==> config.mk <==
export PLATFORM = sky130hd
export DESIGN_NAME = mem_spi_responder_flat
export DESIGN_NICKNAME = d
export VERILOG_FILES = /design/src/rtl/mem_spi_responder_pkg.sv /design/src/rtl/mem_spi_responder_if.sv /design/src/rtl/mem_spi_responder_spi_shift_engine.sv /design/src/rtl/mem_spi_responder.sv /design/src/flat_wrapper.sv
export SDC_FILE = /design/constraint.sdc
export NUM_CORES = 1
export LEC_CHECK = 0
export CORE_AREA = 2 2 96 98
export CTS_BUF_LIST = sky130_fd_sc_hd__clkbuf_8
export CTS_CLUSTER_DIAMETER = 200
export CTS_CLUSTER_SIZE = 16
export DETAILED_ROUTE_END_ITERATION = 16
export DIE_AREA = 0 0 98 100
export HOLD_SLACK_MARGIN = 0.05
export PLACE_DENSITY = 0.65
export SLEW_MARGIN = 20
export SYNTH_ARGS = -nofsm -noshare
export SYNTH_HDL_FRONTEND = slang
export SYNTH_SLANG_ARGS = --single-unit
==> constraint.sdc <==
create_clock -name clk -period 2 [get_ports clk]
set_input_delay 0.4 -clock clk [delete_from_list [all_inputs] [get_ports clk]]
set_output_delay 0.4 -clock clk [all_outputs]
set_load 0.01 [all_outputs]
==> src/rtl/mem_spi_responder_pkg.sv <==
// -----------------------------------------------------------------------------
// mem_pkg : shared constants for the memory-controller SPI responder.
//   - SPI SRAM opcodes (READ / WRITE / WRMR) and the sequential-mode value
//   - frame lengths for read/write transfers and the mode-register write
//   - request FSM state encoding (plain 2-bit constants)
//   - word-to-byte address conversion
// No ports (package).
// -----------------------------------------------------------------------------
package mem_pkg;

    localparam logic [7:0] SPI_READ      = 8'h03;
    localparam logic [7:0] SPI_WRITE     = 8'h02;
    localparam logic [7:0] SPI_WRMR      = 8'h01;
    localparam logic [7:0] SRAM_MODE_SEQ = 8'h40;

    // {opcode, byte address, data16} and {WRMR, mode}
    localparam int FRAME_RW_BITS   = 40;
    localparam int FRAME_INIT_BITS = 16;
    localparam int FRAME_MAX_BITS  = 40;

    // Controller addresses 16-bit words; the SRAM addresses bytes.
    localparam int WORD_TO_BYTE_SHIFT = 1;

    localparam logic [1:0] ST_INIT  = 2'd0;
    localparam logic [1:0] ST_IDLE  = 2'd1;
    localparam logic [1:0] ST_SHIFT = 2'd2;
    localparam logic [1:0] ST_DONE  = 2'd3;

    // The shift drops word-address bit 15 by construction, so the byte
    // address wraps inside the 64 KiB SRAM.
    function automatic logic [15:0] word_to_byte(input logic [15:0] word_addr);
        return word_addr << WORD_TO_BYTE_SHIFT;
    endfunction

endpackage

==> src/rtl/mem_spi_responder_if.sv <==
// -----------------------------------------------------------------------------
// mem_spi_responder_if : memory-controller <-> responder request bus.
//   mem_req     controller -> responder  request strobe
//   memory_we   controller -> responder  1=write, 0=read
//   address_in  controller -> responder  16-bit word address
//   wdata_in    controller -> responder  16-bit write data
//   data_out    responder  -> controller read data
//   mem_ready   responder  -> controller idle / accepting
// Handshake: a request is accepted on exactly those clk cycles where
// mem_req=1 and mem_ready=1; memory_we/address_in/wdata_in are sampled on
// that cycle only. mem_req while mem_ready=0 is dropped, never queued.
// data_out is valid from the cycle mem_ready returns high after a read and
// holds until the next read completes.
// -----------------------------------------------------------------------------
interface mem_spi_responder_if;
    logic        mem_req;
    logic        memory_we;
    logic [15:0] address_in;
    logic [15:0] wdata_in;
    logic [15:0] data_out;
    logic        mem_ready;

    modport master (
        output mem_req, memory_we, address_in, wdata_in,
        input  data_out, mem_ready
    );

    modport slave (
        input  mem_req, memory_we, address_in, wdata_in,
        output data_out, mem_ready
    );
endinterface

==> src/rtl/mem_spi_responder_spi_shift_engine.sv <==
// -----------------------------------------------------------------------------
// spi_shift_engine : generic mode-0 SPI shifter, up to MAX_BITS per frame.
//   clk, rst  system clock, synchronous active-high reset
//   start_i   load frame_i (left aligned) and begin shifting len_i bits
//   frame_i   frame, MSB first
//   len_i     number of bits to send (2*len_i SCK toggles)
//   busy_o    transfer in progress
//   done_o    high on the cycle of the final (falling) SCK toggle
//   sck_o     SPI clock, idles low
//   mosi_o    serial out; changes on SCK falling edges
//   miso_i    serial in; sampled on SCK rising edges
//   rx_o      last 16 bits received, MSB first
// SCK half-period is CLK_DIV clk cycles (1..255).
// -----------------------------------------------------------------------------
module spi_shift_engine #(
    parameter int CLK_DIV  = 2,
    parameter int MAX_BITS = 40
) (
    input  logic                clk,
    input  logic                rst,
    input  logic                start_i,
    input  logic [MAX_BITS-1:0] frame_i,
    input  logic [5:0]          len_i,
    output logic                busy_o,
    output logic                done_o,
    output logic                sck_o,
    output logic                mosi_o,
    input  logic                miso_i,
    output logic [15:0]         rx_o
);
    localparam logic [7:0] DIV_RELOAD = 8'(CLK_DIV - 1);

    logic                busy_q, busy_d;
    logic                sck_q, sck_d;
    logic                mosi_q, mosi_d;
    logic [MAX_BITS-1:0] sh_q, sh_d;
    logic [7:0]          cnt_q, cnt_d;
    logic [6:0]          tog_q, tog_d;
    logic [6:0]          last_q, last_d;
    logic [15:0]         rx_q, rx_d;
    logic                expire;
    logic                last_toggle;

    assign expire      = busy_q && (cnt_q == 8'd0);
    assign last_toggle = expire && (tog_q == last_q);

    always_comb begin
        busy_d = busy_q;
        sck_d  = sck_q;
        mosi_d = mosi_q;
        sh_d   = sh_q;
        cnt_d  = cnt_q;
        tog_d  = tog_q;
        last_d = last_q;
        rx_d   = rx_q;
        if (start_i && !busy_q) begin
            // First bit goes out immediately; SCK stays low for one half-period.
            busy_d = 1'b1;
            sck_d  = 1'b0;
            mosi_d = frame_i[MAX_BITS-1];
            sh_d   = {frame_i[MAX_BITS-2:0], 1'b0};
            cnt_d  = DIV_RELOAD;
            tog_d  = 7'd0;
            last_d = {len_i, 1'b0} - 7'd1;
        end else if (expire) begin
            cnt_d = DIV_RELOAD;
            sck_d = ~sck_q;
            tog_d = tog_q + 7'd1;
            if (!sck_q) begin
                rx_d = {rx_q[14:0], miso_i};
            end else begin
                mosi_d = sh_q[MAX_BITS-1];
                sh_d   = {sh_q[MAX_BITS-2:0], 1'b0};
            end
            if (last_toggle) begin
                busy_d = 1'b0;
                mosi_d = 1'b0;
            end
        end else if (busy_q) begin
            cnt_d = cnt_q - 8'd1;
        end
    end

    always_ff @(posedge clk) begin
        if (rst) begin
            busy_q <= 1'b0;
            sck_q  <= 1'b0;
            mosi_q <= 1'b0;
            sh_q   <= '0;
            cnt_q  <= 8'd0;
            tog_q  <= 7'd0;
            last_q <= 7'd0;
            rx_q   <= 16'h0000;
        end else begin
            busy_q <= busy_d;
            sck_q  <= sck_d;
            mosi_q <= mosi_d;
            sh_q   <= sh_d;
            cnt_q  <= cnt_d;
            tog_q  <= tog_d;
            last_q <= last_d;
            rx_q   <= rx_d;
        end
    end

    assign busy_o = busy_q;
    assign done_o = last_toggle;
    assign sck_o  = sck_q;
    assign mosi_o = mosi_q;
    assign rx_o   = rx_q;

endmodule

==> src/rtl/mem_spi_responder.sv <==
// -----------------------------------------------------------------------------
// mem_spi_responder : serves single-word memory-controller requests from a
// 23LC512-class SPI SRAM in sequential mode.
//   clk, rst     system clock, synchronous active-high reset
//   bus          mem_spi_responder_if.slave (mem_req, memory_we, address_in,
//                wdata_in in; data_out, mem_ready out)
//   spi_sck      SPI clock, mode 0
//   spi_cs_n     SRAM chip select, active low
//   spi_mosi     serial data to SRAM
//   spi_miso     serial data from SRAM
//   dbg_state_o  request FSM state (mem_pkg ST_* encoding)
// Optional build macro MEM_SPI_INIT_EN: after reset, write the SRAM mode
// register (sequential mode) before accepting the first request.
// -----------------------------------------------------------------------------
module mem_spi_responder
    import mem_pkg::*;
#(
    parameter int         CLK_DIV   = 2,
    parameter logic [7:0] CMD_READ  = SPI_READ,
    parameter logic [7:0] CMD_WRITE = SPI_WRITE
) (
    input  logic                  clk,
    input  logic                  rst,
    mem_spi_responder_if.slave    bus,
    output logic                  spi_sck,
    output logic                  spi_cs_n,
    output logic                  spi_mosi,
    input  logic                  spi_miso,
    output logic [1:0]            dbg_state_o
);
`ifdef MEM_SPI_INIT_EN
    localparam logic [1:0] ST_RESET = ST_INIT;
`else
    localparam logic [1:0] ST_RESET = ST_IDLE;
`endif

    logic [1:0]                state_q, state_d;
    logic                      cs_n_q, cs_n_d;
    logic                      we_q, we_d;
    logic [15:0]               data_q, data_d;
    logic                      eng_start;
    logic [FRAME_MAX_BITS-1:0] eng_frame;
    logic [5:0]                eng_len;
    logic                      eng_busy;
    logic                      eng_done;
    logic [15:0]               eng_rx;
    logic [FRAME_MAX_BITS-1:0] frame_rw;

    // Reads carry a zero data field; the SRAM ignores MOSI during data-out.
    assign frame_rw = {bus.memory_we ? CMD_WRITE : CMD_READ,
                       word_to_byte(bus.address_in),
                       bus.memory_we ? bus.wdata_in : 16'h0000};

    always_comb begin
        state_d   = state_q;
        cs_n_d    = cs_n_q;
        we_d      = we_q;
        data_d    = data_q;
        eng_start = 1'b0;
        eng_frame = frame_rw;
        eng_len   = 6'(FRAME_RW_BITS);
        case (state_q)
`ifdef MEM_SPI_INIT_EN
            ST_INIT: begin
                // Treated as a write so DONE leaves data_out alone.
                eng_start = 1'b1;
                eng_frame = {SPI_WRMR, SRAM_MODE_SEQ, 24'h000000};
                eng_len   = 6'(FRAME_INIT_BITS);
                we_d      = 1'b1;
                cs_n_d    = 1'b0;
                state_d   = ST_SHIFT;
            end
`endif
            ST_IDLE: begin
                if (bus.mem_req) begin
                    eng_start = 1'b1;
                    we_d      = bus.memory_we;
                    cs_n_d    = 1'b0;
                    state_d   = ST_SHIFT;
                end
            end
            ST_SHIFT: begin
                if (eng_done) begin
                    cs_n_d  = 1'b1;
                    state_d = ST_DONE;
                end
            end
            ST_DONE: begin
                if (!we_q) begin
                    data_d = eng_rx;
                end
                state_d = ST_IDLE;
            end
            default: state_d = ST_IDLE;
        endcase
    end

    always_ff @(posedge clk) begin
        if (rst) begin
            state_q <= ST_RESET;
            cs_n_q  <= 1'b1;
            we_q    <= 1'b0;
            data_q  <= 16'h0000;
        end else begin
            state_q <= state_d;
            cs_n_q  <= cs_n_d;
            we_q    <= we_d;
            data_q  <= data_d;
        end
    end

    spi_shift_engine #(
        .CLK_DIV  (CLK_DIV),
        .MAX_BITS (FRAME_MAX_BITS)
    ) u_engine (
        .clk     (clk),
        .rst     (rst),
        .start_i (eng_start),
        .frame_i (eng_frame),
        .len_i   (eng_len),
        .busy_o  (eng_busy),
        .done_o  (eng_done),
        .sck_o   (spi_sck),
        .mosi_o  (spi_mosi),
        .miso_i  (spi_miso),
        .rx_o    (eng_rx)
    );

    // The engine is always idle in IDLE; the busy term is an interlock only.
    assign bus.mem_ready = (state_q == ST_IDLE) && !eng_busy;
    assign bus.data_out  = data_q;
    assign spi_cs_n      = cs_n_q;
    assign dbg_state_o   = state_q;

endmodule
==> src/flat_wrapper.sv <==
// flat-port wrapper written by rule: the top's interface ports become plain ports
module mem_spi_responder_flat import mem_pkg::*;
#(
    parameter int         CLK_DIV   = 2,
    parameter logic [7:0] CMD_READ  = SPI_READ,
    parameter logic [7:0] CMD_WRITE = SPI_WRITE
)
  (clk, rst, spi_sck, spi_cs_n, spi_mosi, spi_miso, dbg_state_o, bus_mem_req, bus_memory_we, bus_address_in, bus_wdata_in, bus_data_out, bus_mem_ready);
  mem_spi_responder_if bus_i ();
  input  logic clk;
  input  logic rst;
  output logic spi_sck;
  output logic spi_cs_n;
  output logic spi_mosi;
  input  logic spi_miso;
  output logic [1:0] dbg_state_o;
  input wire logic [$bits(bus_i.mem_req)-1:0] bus_mem_req;
  input wire logic [$bits(bus_i.memory_we)-1:0] bus_memory_we;
  input wire logic [$bits(bus_i.address_in)-1:0] bus_address_in;
  input wire logic [$bits(bus_i.wdata_in)-1:0] bus_wdata_in;
  output wire logic [$bits(bus_i.data_out)-1:0] bus_data_out;
  output wire logic [$bits(bus_i.mem_ready)-1:0] bus_mem_ready;
  assign bus_i.mem_req = bus_mem_req;
  assign bus_i.memory_we = bus_memory_we;
  assign bus_i.address_in = bus_address_in;
  assign bus_i.wdata_in = bus_wdata_in;
  assign bus_data_out = bus_i.data_out;
  assign bus_mem_ready = bus_i.mem_ready;
  mem_spi_responder #(.CLK_DIV(CLK_DIV), .CMD_READ(CMD_READ), .CMD_WRITE(CMD_WRITE)) u_core (.clk(clk), .rst(rst), .bus(bus_i), .spi_sck(spi_sck), .spi_cs_n(spi_cs_n), .spi_mosi(spi_mosi), .spi_miso(spi_miso), .dbg_state_o(dbg_state_o));
endmodule
**After elaboration in Yosys (flattened, before gate mapping)**

Index checks and enable logic that the tools add are counted.

- Multipliers: 0
- Bitwise gates (word level): 3
- Magnitude comparators: 0
- Shifts and indexed selects: 0
- Equal/unequal tests: 6
- Multiplexer cells: 23
- Reductions and logical operators: 23
- Add/subtract/negate cells: 2
- Div/mod/pow operators: 0

Operators with widths:

| cell | number |
|---|---|
| $mux 40 | 3 |
| $mux 16 | 1 |
| $mux 1 | 15 |
| $reduce_and 2->1 | 7 |
| $logic_not 8->1 | 1 |
| $reduce_bool 2->1 | 4 |
| $sub 8x1->8 const B | 1 |
| $add 7x1->7 const B | 1 |
| $eq 7x7->1 | 1 |
| $reduce_and 3->1 | 2 |
| $reduce_bool 3->1 | 2 |
| $eq 2x2->1 const B | 2 |
| $logic_and 1x1->1 | 4 |
| $mux 2 | 2 |
| $pmux 2 s2 | 1 |
| $not 1->1 | 3 |
| $reduce_or 3->1 | 1 |
| $eq 2x1->1 const B | 1 |
| $ne 2x1->1 const B | 1 |
| $ne 2x2->1 const B | 1 |
| $pmux 1 s2 | 1 |
| $reduce_or 2->1 | 1 |
| $logic_not 1->1 | 1 |

- Memories: 0
- Flip-flop bits (word level): 94
- Bits in latches: 0
- Word-level logic and storage cells: 71
- Bits in writable memories: 0
- ROM bits: 0
- Bits of input ports: 37
- Output and inout port bits: 22

**Depth between registers and ports, before layout**

Gate-level depths: netlist of the first run.

- Word-level depth: 6
- Mapped depth: 10
- Depth with buffers taken out: 7

**Cells and area by module**

A second synthesis of the first run with hierarchy kept.

- Cells, all modules: 497
- Area, all modules: 4,411.7 µm²

By module, submodules not included:

| module | cells each | area each (µm²) | sequential area each (µm²) | instances |
|---|---|---|---|---|
| spi_shift_engine | 379 | 3,419.5 | 1,601.5 | 1 |
| mem_spi_responder | 118 | 992.2 | 400.4 | 1 |

**Worst setup path after synthesis of the first run**

No wires, ideal clock.

- Path kind: register to register
- From: register u_core.state_q[0], in the netlist u_core.dbg_state_o[0]
- To: register u_core.u_engine.tog_q[0]
- Clock period less this slack: 1.847 ns
- Path slack: 0.153 ns
- Stages on the path, launching flop included: 8
- Library setup time: 0.128 ns
- Arrival time: 1.720 ns
- Data required time: 1.872 ns
- Buffers on the path: 2
- Cell sequence: dfxtp_1 -> ha_1 -> nor2b_1 -> nand2_1 -> buf_2 -> nand2b_1 -> clkbuf_1 -> nor2_1

- Word-level cells in the longest chain between the ends: 4

RTL lines:

| element | RTL line | RTL |
|---|---|---|
| from (decl) | mem_spi_responder.sv:37 | `logic [1:0] state_q, state_d;` |
| from (signal assigned) | mem_spi_responder.sv:105 | `state_q <= state_d;` |
| $eq 2x1->1 | mem_spi_responder.sv:62 | `case (state_q)` |
| $mux 1 | mem_spi_responder.sv:62 |  |
| $logic_and 1x1->1 | mem_spi_responder_spi_shift_engine.sv:56 | `if (start_i && !busy_q) begin` |
| $reduce_or 2->1 (no line) | -- |  |
| to (signal assigned) | mem_spi_responder_spi_shift_engine.sv:100 | `tog_q <= tog_d;` |
| to (decl) | mem_spi_responder_spi_shift_engine.sv:38 | `logic [6:0] tog_q, tog_d;` |

Every way passes these cells.
A chain may end at the register's enable or synchronous reset.

**Worst setup path in the final report of the first run**

- From: register u_core.u_engine.cnt_q[0]
- To: register u_core.state_q[0], in the netlist u_core.dbg_state_o[0]

- Word-level cells in the longest chain between the ends: 5

RTL lines:

| element | RTL line | RTL |
|---|---|---|
| from (decl) | mem_spi_responder_spi_shift_engine.sv:37 | `logic [7:0] cnt_q, cnt_d;` |
| from (signal assigned) | mem_spi_responder_spi_shift_engine.sv:99 | `cnt_q <= cnt_d;` |
| $logic_not 8->1 | mem_spi_responder_spi_shift_engine.sv:44 | `assign expire = busy_q && (cnt_q == 8'd0);` |
| $logic_and 1x1->1 | mem_spi_responder_spi_shift_engine.sv:44 |  |
| $logic_and 1x1->1 | mem_spi_responder_spi_shift_engine.sv:45 | `assign last_toggle = expire && (tog_q == last_q);` |
| $ne 2x1->1 (no line) | -- |  |
| $reduce_and 2->1 (no line) | -- |  |

Every way passes these cells.

==> results of run 1 <==
==> sequential cells by signal (all words and copies together), names as in the netlist, 2 cells and up <==
register / flops
u_core.u_engine.cnt_q: 8
u_core.u_engine.tog_q: 7
u_core.dbg_state_o: 2
u_core.u_engine.sh_q: 39
u_core.bus.data_out: 16
u_core.u_engine.rx_o: 16
==> power groups by stage <==
stage	sequential, uW	combinational, uW	clock, uW
after floorplan	2340	1020	0
after global placement	2360	1410	0
after detailed placement	2360	1440	0
after CTS	2330	1460	1300
after global routing	2360	1620	1370
final	2330	1440	1260
==> final cells by class <==
type | count | area share
clock inverter | 7 | 0.01570
multi-input combinational | 341 | 0.3792
timing repair buffer | 74 | 0.1526
clock buffer | 9 | 0.02591
tap | 111 | 0.02905
sequential | 94 | 0.3936
inverter | 5 | 0.003926
==> worst max path at each step <==
stage	start	endpoint	slack, ns	depth (start not counted)
after floorplan	u_core.dbg_state_o[0]	u_core.u_engine.tog_q[0]	0.15	7
after global placement	u_core.u_engine.cnt_q[0]	u_core.dbg_state_o[0]	0.14	8
after detailed placement	u_core.u_engine.cnt_q[0]	u_core.dbg_state_o[0]	0.10	8
after CTS	u_core.u_engine.cnt_q[0]	u_core.dbg_state_o[0]	0.08	8
after global routing	u_core.u_engine.cnt_q[0]	u_core.dbg_state_o[0]	0.003	8
final	u_core.u_engine.cnt_q[0]	u_core.dbg_state_o[0]	0.09	8
==> timing repair <==
item                       CTS  global route
hold buffers                 0             0
gates resized for setup      3             2
setup endpoints to repair    1             3
==> critical path, delay by kind of cell (launching register included) <==
| kind | cells | cell delay [ns] |
|---|---|---|
| compound gates | 2 | 0.44 |
| simple gates | 3 | 0.57 |
| buf+inv | 2 | 0.22 |
| flops | 1 | 0.37 |
| fa+ha+maj | 1 | 0.20 |
==> per-layer routing <==
layer  wire [um]  track usage
met1        3794       0.2150
met5           0            0
met2        3607       0.2734
met3         353      0.03691
met4         112      0.06090
==> cells by family after synthesis <==
group,count (synthesis),synth area share
AOI/OAI and AO/OA,102,0.1693
xor gates and xnor gates,13,0.02929
adders and majority gates,6,0.01931
buffers and inverters,41,0.05311
DFF,94,0.4841
muxes,2,0.006436
and+or+nand+nor,218,0.2385
==> placed cells by master, fill, tap and decap left out, drive strengths merged, types with 2 or more instances in the layout <==
| cell type | count |
|---|---|
| nand3 | 5 |
| a31oi | 2 |
| a21oi | 60 |
| clkinv | 2 |
| xnor2 | 5 |
| clkdlybuf4s50 | 55 |
| nor3 | 5 |
| ha | 6 |
| a311oi | 31 |
| and3 | 3 |
| a211oi | 2 |
| and2 | 2 |
| nor2b | 3 |
| o21ai | 2 |
| xor2 | 8 |
| nand4 | 2 |
| inv | 9 |
| dfxtp | 94 |
| nand2 | 154 |
| clkbuf | 9 |
| buf | 18 |
| nor2 | 34 |
| nand2b | 5 |
==> per-stage QoR <==
stage          hold slack [ns]  utilization  worst slack [ns]
2_1_floorplan           0.4321            -            0.1527
5_1_grt                 0.4781       0.5378          0.002837
3_3_place_gp            0.4395       0.5143            0.1387
6_report                0.4431       0.5378           0.09135
3_5_place_dp            0.4456       0.5143            0.1043
4_1_cts                 0.4426       0.5374           0.08346
==> flow_metrics.tcl, run 1 <==
set metrics [dict create \
    p_switching_uw 1739 \
    hpwl_um 5156 \
    syn2layout_area_growth_pct 22.98 \
    crit_path_cell_trace "inv_1 > ha_1 > nor4bb_4 > and2_2 > and3_4 > buf_4 > o21ba_2 > a211o_1" \
    p_sw_frac 0.3462 \
    fillers 853 \
    die_area_um2 9800 \
    insertion_delay_ns 0.37 \
    setup-tns-final_ns 0 \
    coreArea_um2 8890 \
    multi_input_area_um2 1813 \
    period_share 0.9543 \
    skew_ns 0.01385 \
    finalHoldViolCount 0 \
    fmax_ghz 0.5239 \
    synth_commonest_cells "nand2_1, dfxtp_1, a21oi_1, nor2_1, a311oi_1" \
    avgSynthCellArea_um2 8.167 \
    power.density_nw_per_um2 1051 \
    p_int_uw 3284 \
    clk_pin_slew_ns 0.10 \
    place_inst 625 \
    post-route-min-period_ns 1.909 \
    syn_inst 476 \
    arrival_ns 2.17 \
    post_cts_buffers 0 \
    r2r-start "u_core.u_engine.cnt_q[0]" \
    ys_types 41 \
    h-tree-depth 3 \
    drc_errors 0 \
    synth_ff_type "dfxtp_1" \
    overflow 0 \
    final_cell_area_um2 4781 \
    synth_area_leaders "dfxtp_1, nand2_1, a21oi_1" \
    synth_nets 519 \
    rrSetupSlack_ns 0.09 \
    drt_iter0_drc 119 \
    die_h_um 100 \
    slew_viol_final 0 \
    ios 59 \
    grt_pass1_vias 2989 \
    yosysTopAreaCell "dfxtp_1" \
    antenna_found_initial 0 \
    crit_type "reg -> reg" \
    crit_slowest_cell "dfxtp_1" \
    clockBufferDepth 2 \
    tightestPinTransition_ns 0.6094 \
    grt_usage 0.1659 \
    cts_tree "done" \
    cp_data_required_time_ns 2.26 \
    gp_congestion 0.7853 \
    routedWlPerCell_um 12.27 \
    wirelength_um 7868 \
    root_buffer "clkbuf_8" \
    numCtsBuffers 9 \
    power.total_uw 5023 \
    regArea_um2 1882 \
    ys_seq_area_frac 0.4841 \
    viasPerCell 5.133 \
    p_leak_uw 0.001670 \
    yosysMostFrequentCell "nand2_1" \
    layout-drive-gt1-share 0.08868 \
    grt_max_degree 45 \
    path_max_fanout 5 \
    synth-edff-count 0 \
    ir_drop_v 0.0004678 \
    rr_endpoint "u_core.dbg_state_o[0]" \
    pwr-share-clk 0.250 \
    die_w_um 98 \
    synth-seq-cells 94 \
    row_count 35 \
    finalSetupViolCount 0 \
    netlist_area_um2 3887 \
    end_kind "flip-flop" \
    start_util 0.4373 \
    r2r_cells 8 \
    rsz0062_at_grt "false" \
    p_seq_frac 0.463 \
    start_kind "flip-flop" \
    ys_warn_count 0 \
    relSlewSlack 0.5919 \
    p_comb_frac 0.287 \
    grt_pass1_wl_um 13380 \
    cts_sinks 94 \
    via_count 3290 \
    hp-class "in -> reg" \
    dr.pass1.iters 4 \
    port_buffers 57 \
    postPlaceCellArea_um2 4572 \
    final_cells 641 \
    hp-start "rst" \
    ant_nets 0 \
    min_path_cells 2 \
    hold-path-endpoint "u_core.u_engine.last_q[0]" \
    layout.nets 568 \
    synth-async-reset-ratio 0 \
    synth_top_area_frac 0.4841 \
    cap_viol_max_count 0 \
    status "finished, final reports clean" \
    max_stage_delay_ns 0.37 \
    diodes 0 \
]
No activity file was read; power rests on OpenSTA's default activity.
==> inputs of run 2 (changes only) <==
ABC_CLOCK_PERIOD_IN_PS = 2000   (was not set)
==> results of run 2 <==
The final DEF is identical to that of run 1; final timing and power are the same.
==> inputs of run 3 (changes only) <==
CELL_PAD_IN_SITES_DETAIL_PLACEMENT = 1   (was not set)
CELL_PAD_IN_SITES_GLOBAL_PLACEMENT = 2   (was not set)
CORE_AREA = 2 2 112 114   (was 2 2 96 98)
DIE_AREA = 0 0 114 116   (was 0 0 98 100)
HOLD_SLACK_MARGIN = 0.15   (was 0.05)
PLACE_DENSITY = 0.78   (was 0.65)
==> run 3 against run 2 <==
- first-iteration DRC count increased by 24%
- routed wire length increased by 23%
- global-route usage decreased by 1.8 points
- utilization decreased by 12 points
- sequential share of layout area decreased by 1.1 points
- die area increased by 35%
- worst setup slack improved by 0.017 ns
- clock power increased by 3%
- register-to-register slack improved by 0.02 ns
- clock-buffer cell count unchanged
- total power increased by 3.6%
- critical path type is now reg -> out
- critical endpoint is now spi_sck
- highest routed layer unchanged
==> flow_metrics.tcl, run 3 (synthesized netlist as in run 1, its figures left out) <==
set metrics [dict create \
    rrSetupSlack_ns 0.11 \
    rr_endpoint "u_core.u_engine.sh_q[22]" \
    finalSetupViolCount 0 \
    finalHoldViolCount 0 \
    min_path_cells 2 \
    ant_nets 0 \
    p_seq_frac 0.449 \
    ios 59 \
    r2r_cells 9 \
    grt_pass1_wl_um 15580 \
    antenna_found_initial 0 \
    routedWlPerCell_um 14.16 \
    power.density_nw_per_um2 1056 \
    layout_commonest_cell "nand2_1" \
    clockBufferDepth 2 \
    cts_tree "done" \
    cap_viol_max_count 0 \
    diodes 0 \
    end_kind "output port" \
    skew_ns 0.008538 \
    clk_pin_slew_ns 0.09 \
    overflow 0 \
    crit_path_cell_trace "clkdlybuf4s50_1" \
    viasPerCell 4.981 \
    p_sw_frac 0.3408 \
    tightestPinTransition_ns 0.3828 \
    hp-class "in -> reg" \
    p_leak_uw 0.001732 \
    grt_max_degree 51 \
    grt_pass1_vias 3340 \
    max_stage_delay_ns 0.60 \
    cp_top_family "buffers and inverters" \
    pwr-share-clk 0.250 \
    power.total_uw 5203 \
    final_cell_area_um2 4925 \
    gp_congestion 0.7598 \
    hold-path-endpoint "u_core.u_engine.cnt_q[0]" \
    drt_iter0_drc 147 \
    cts_sinks 94 \
    dr.pass1.iters 4 \
    postCtsHoldBufs 0 \
    hpwl_um 6325 \
    port_buffers 57 \
    start_util 0.3264 \
    p_int_uw 3430 \
    fmax_ghz 0.5286 \
    grt_usage 0.1474 \
    die_h_um 116 \
    hp-start "rst" \
    row_count 40 \
    cp_data_required_time_ns 1.60 \
    relSlewSlack 0.7448 \
    root_buffer "clkbuf_8" \
    postPlaceCellArea_um2 4639 \
    r2r-start "u_core.u_engine.cnt_q[0]" \
    post_cts_buffers 0 \
    largest_register_ffs 39 \
    start_kind "flip-flop" \
    p_switching_uw 1773 \
    insertion_delay_ns 0.37 \
    p_comb_frac 0.301 \
    wirelength_um 9654 \
    drc_errors 0 \
    slew_viol_final 0 \
    crit_slowest_cell "clkdlybuf4s50_1" \
    setup-tns-final_ns 0 \
    crit_type "reg -> out" \
    crit_cells 1 \
    via_count 3397 \
    path_max_fanout 6 \
    layout-drive-gt1-share 0.1009 \
    arrival_ns 1.49 \
    die_area_um2 13220 \
    final_cell_mix "nand2_1, dfxtp_1, a21oi_1, clkdlybuf4s50_1, nor2_1" \
    layout.nets 573 \
    coreArea_um2 11910 \
    die_w_um 114 \
    top_register "u_core.u_engine.sh_q" \
    ir_drop_v 0.0003669 \
    status "finished, final reports clean" \
    numCtsBuffers 9 \
    period_share 0.9459 \
    post-route-min-period_ns 1.892 \
    syn2layout_area_growth_pct 26.68 \
    h-tree-depth 3 \
    worst-path-buf-inv 1 \
]
run 3: routing by layer:
metal / vias up / GRT usage / share of wire
li1: 1711 / - / -
met1: 1627 / 0.1848 / 0.48
met2: 47 / 0.2512 / 0.47
met3: 12 / 0.02667 / 0.026
met4: 0 / 0.06098 / 0.017
met5: - / 0 / 0
run 3: worst reg2reg max path, delay by kind of cell (launching register included):
kind                     cells  cell delay, ns
adder cells (fa/ha/maj)      1            0.19
flip-flops                   1            0.37
buffers and inverters        3            0.44
AND/OR/NAND/NOR              4            0.53
AO/OA/AOI/OAI                1            0.26
run 3: power groups by stage:
stage | clock network, uW | logic [uW] | registers [uW]
floorplan | 0 | 1020 | 2340
global placement | 0 | 1490 | 2360
detailed placement | 0 | 1540 | 2370
CTS | 1350 | 1560 | 2340
global route | 1420 | 1750 | 2380
finish | 1300 | 1570 | 2340
run 3: worst max path at each step:
stage	from	to	slack, ns
final	u_core.u_engine.sck_o	spi_sck	0.11
after floorplan	u_core.dbg_state_o[0]	u_core.u_engine.tog_q[0]	0.15
after CTS	u_core.u_engine.cnt_q[0]	u_core.u_engine.sh_q[21]	0.05
after detailed placement	u_core.u_engine.cnt_q[0]	u_core.u_engine.sh_q[2]	0.07
after global placement	u_core.u_engine.cnt_q[0]	u_core.u_engine.sh_q[22]	0.15
after global routing	u_core.u_engine.cnt_q[0]	u_core.u_engine.sh_q[11]	-0.01
run 3: layout make-up:
type	count	area, um^2
Multi-Input combinational cell	341	1842
Sequential cell	94	1882
Clock buffer	9	123.9
Tap cell	147	183.9
Timing Repair Buffer	79	802.0
Clock inverter	7	72.57
Inverter	5	18.77
Fill cell	1419	6987
run 3: through the flow:
stage                 util  setup slack, ns  std cells  hold WS [ns]
floorplan                -           0.1527        476        0.4321
global placement    0.3895           0.1483        664        0.4416
detailed placement  0.3895          0.07476        664        0.4470
CTS                 0.4067          0.05023        680        0.2835
global route        0.4134         -0.01147        682        0.3072
finish              0.4134           0.1082        682        0.2921
run 3: timing repair:
item	CTS	global route
gates cloned	0	2
endpoints found under the setup margin	1	20
resized for setup	4	5
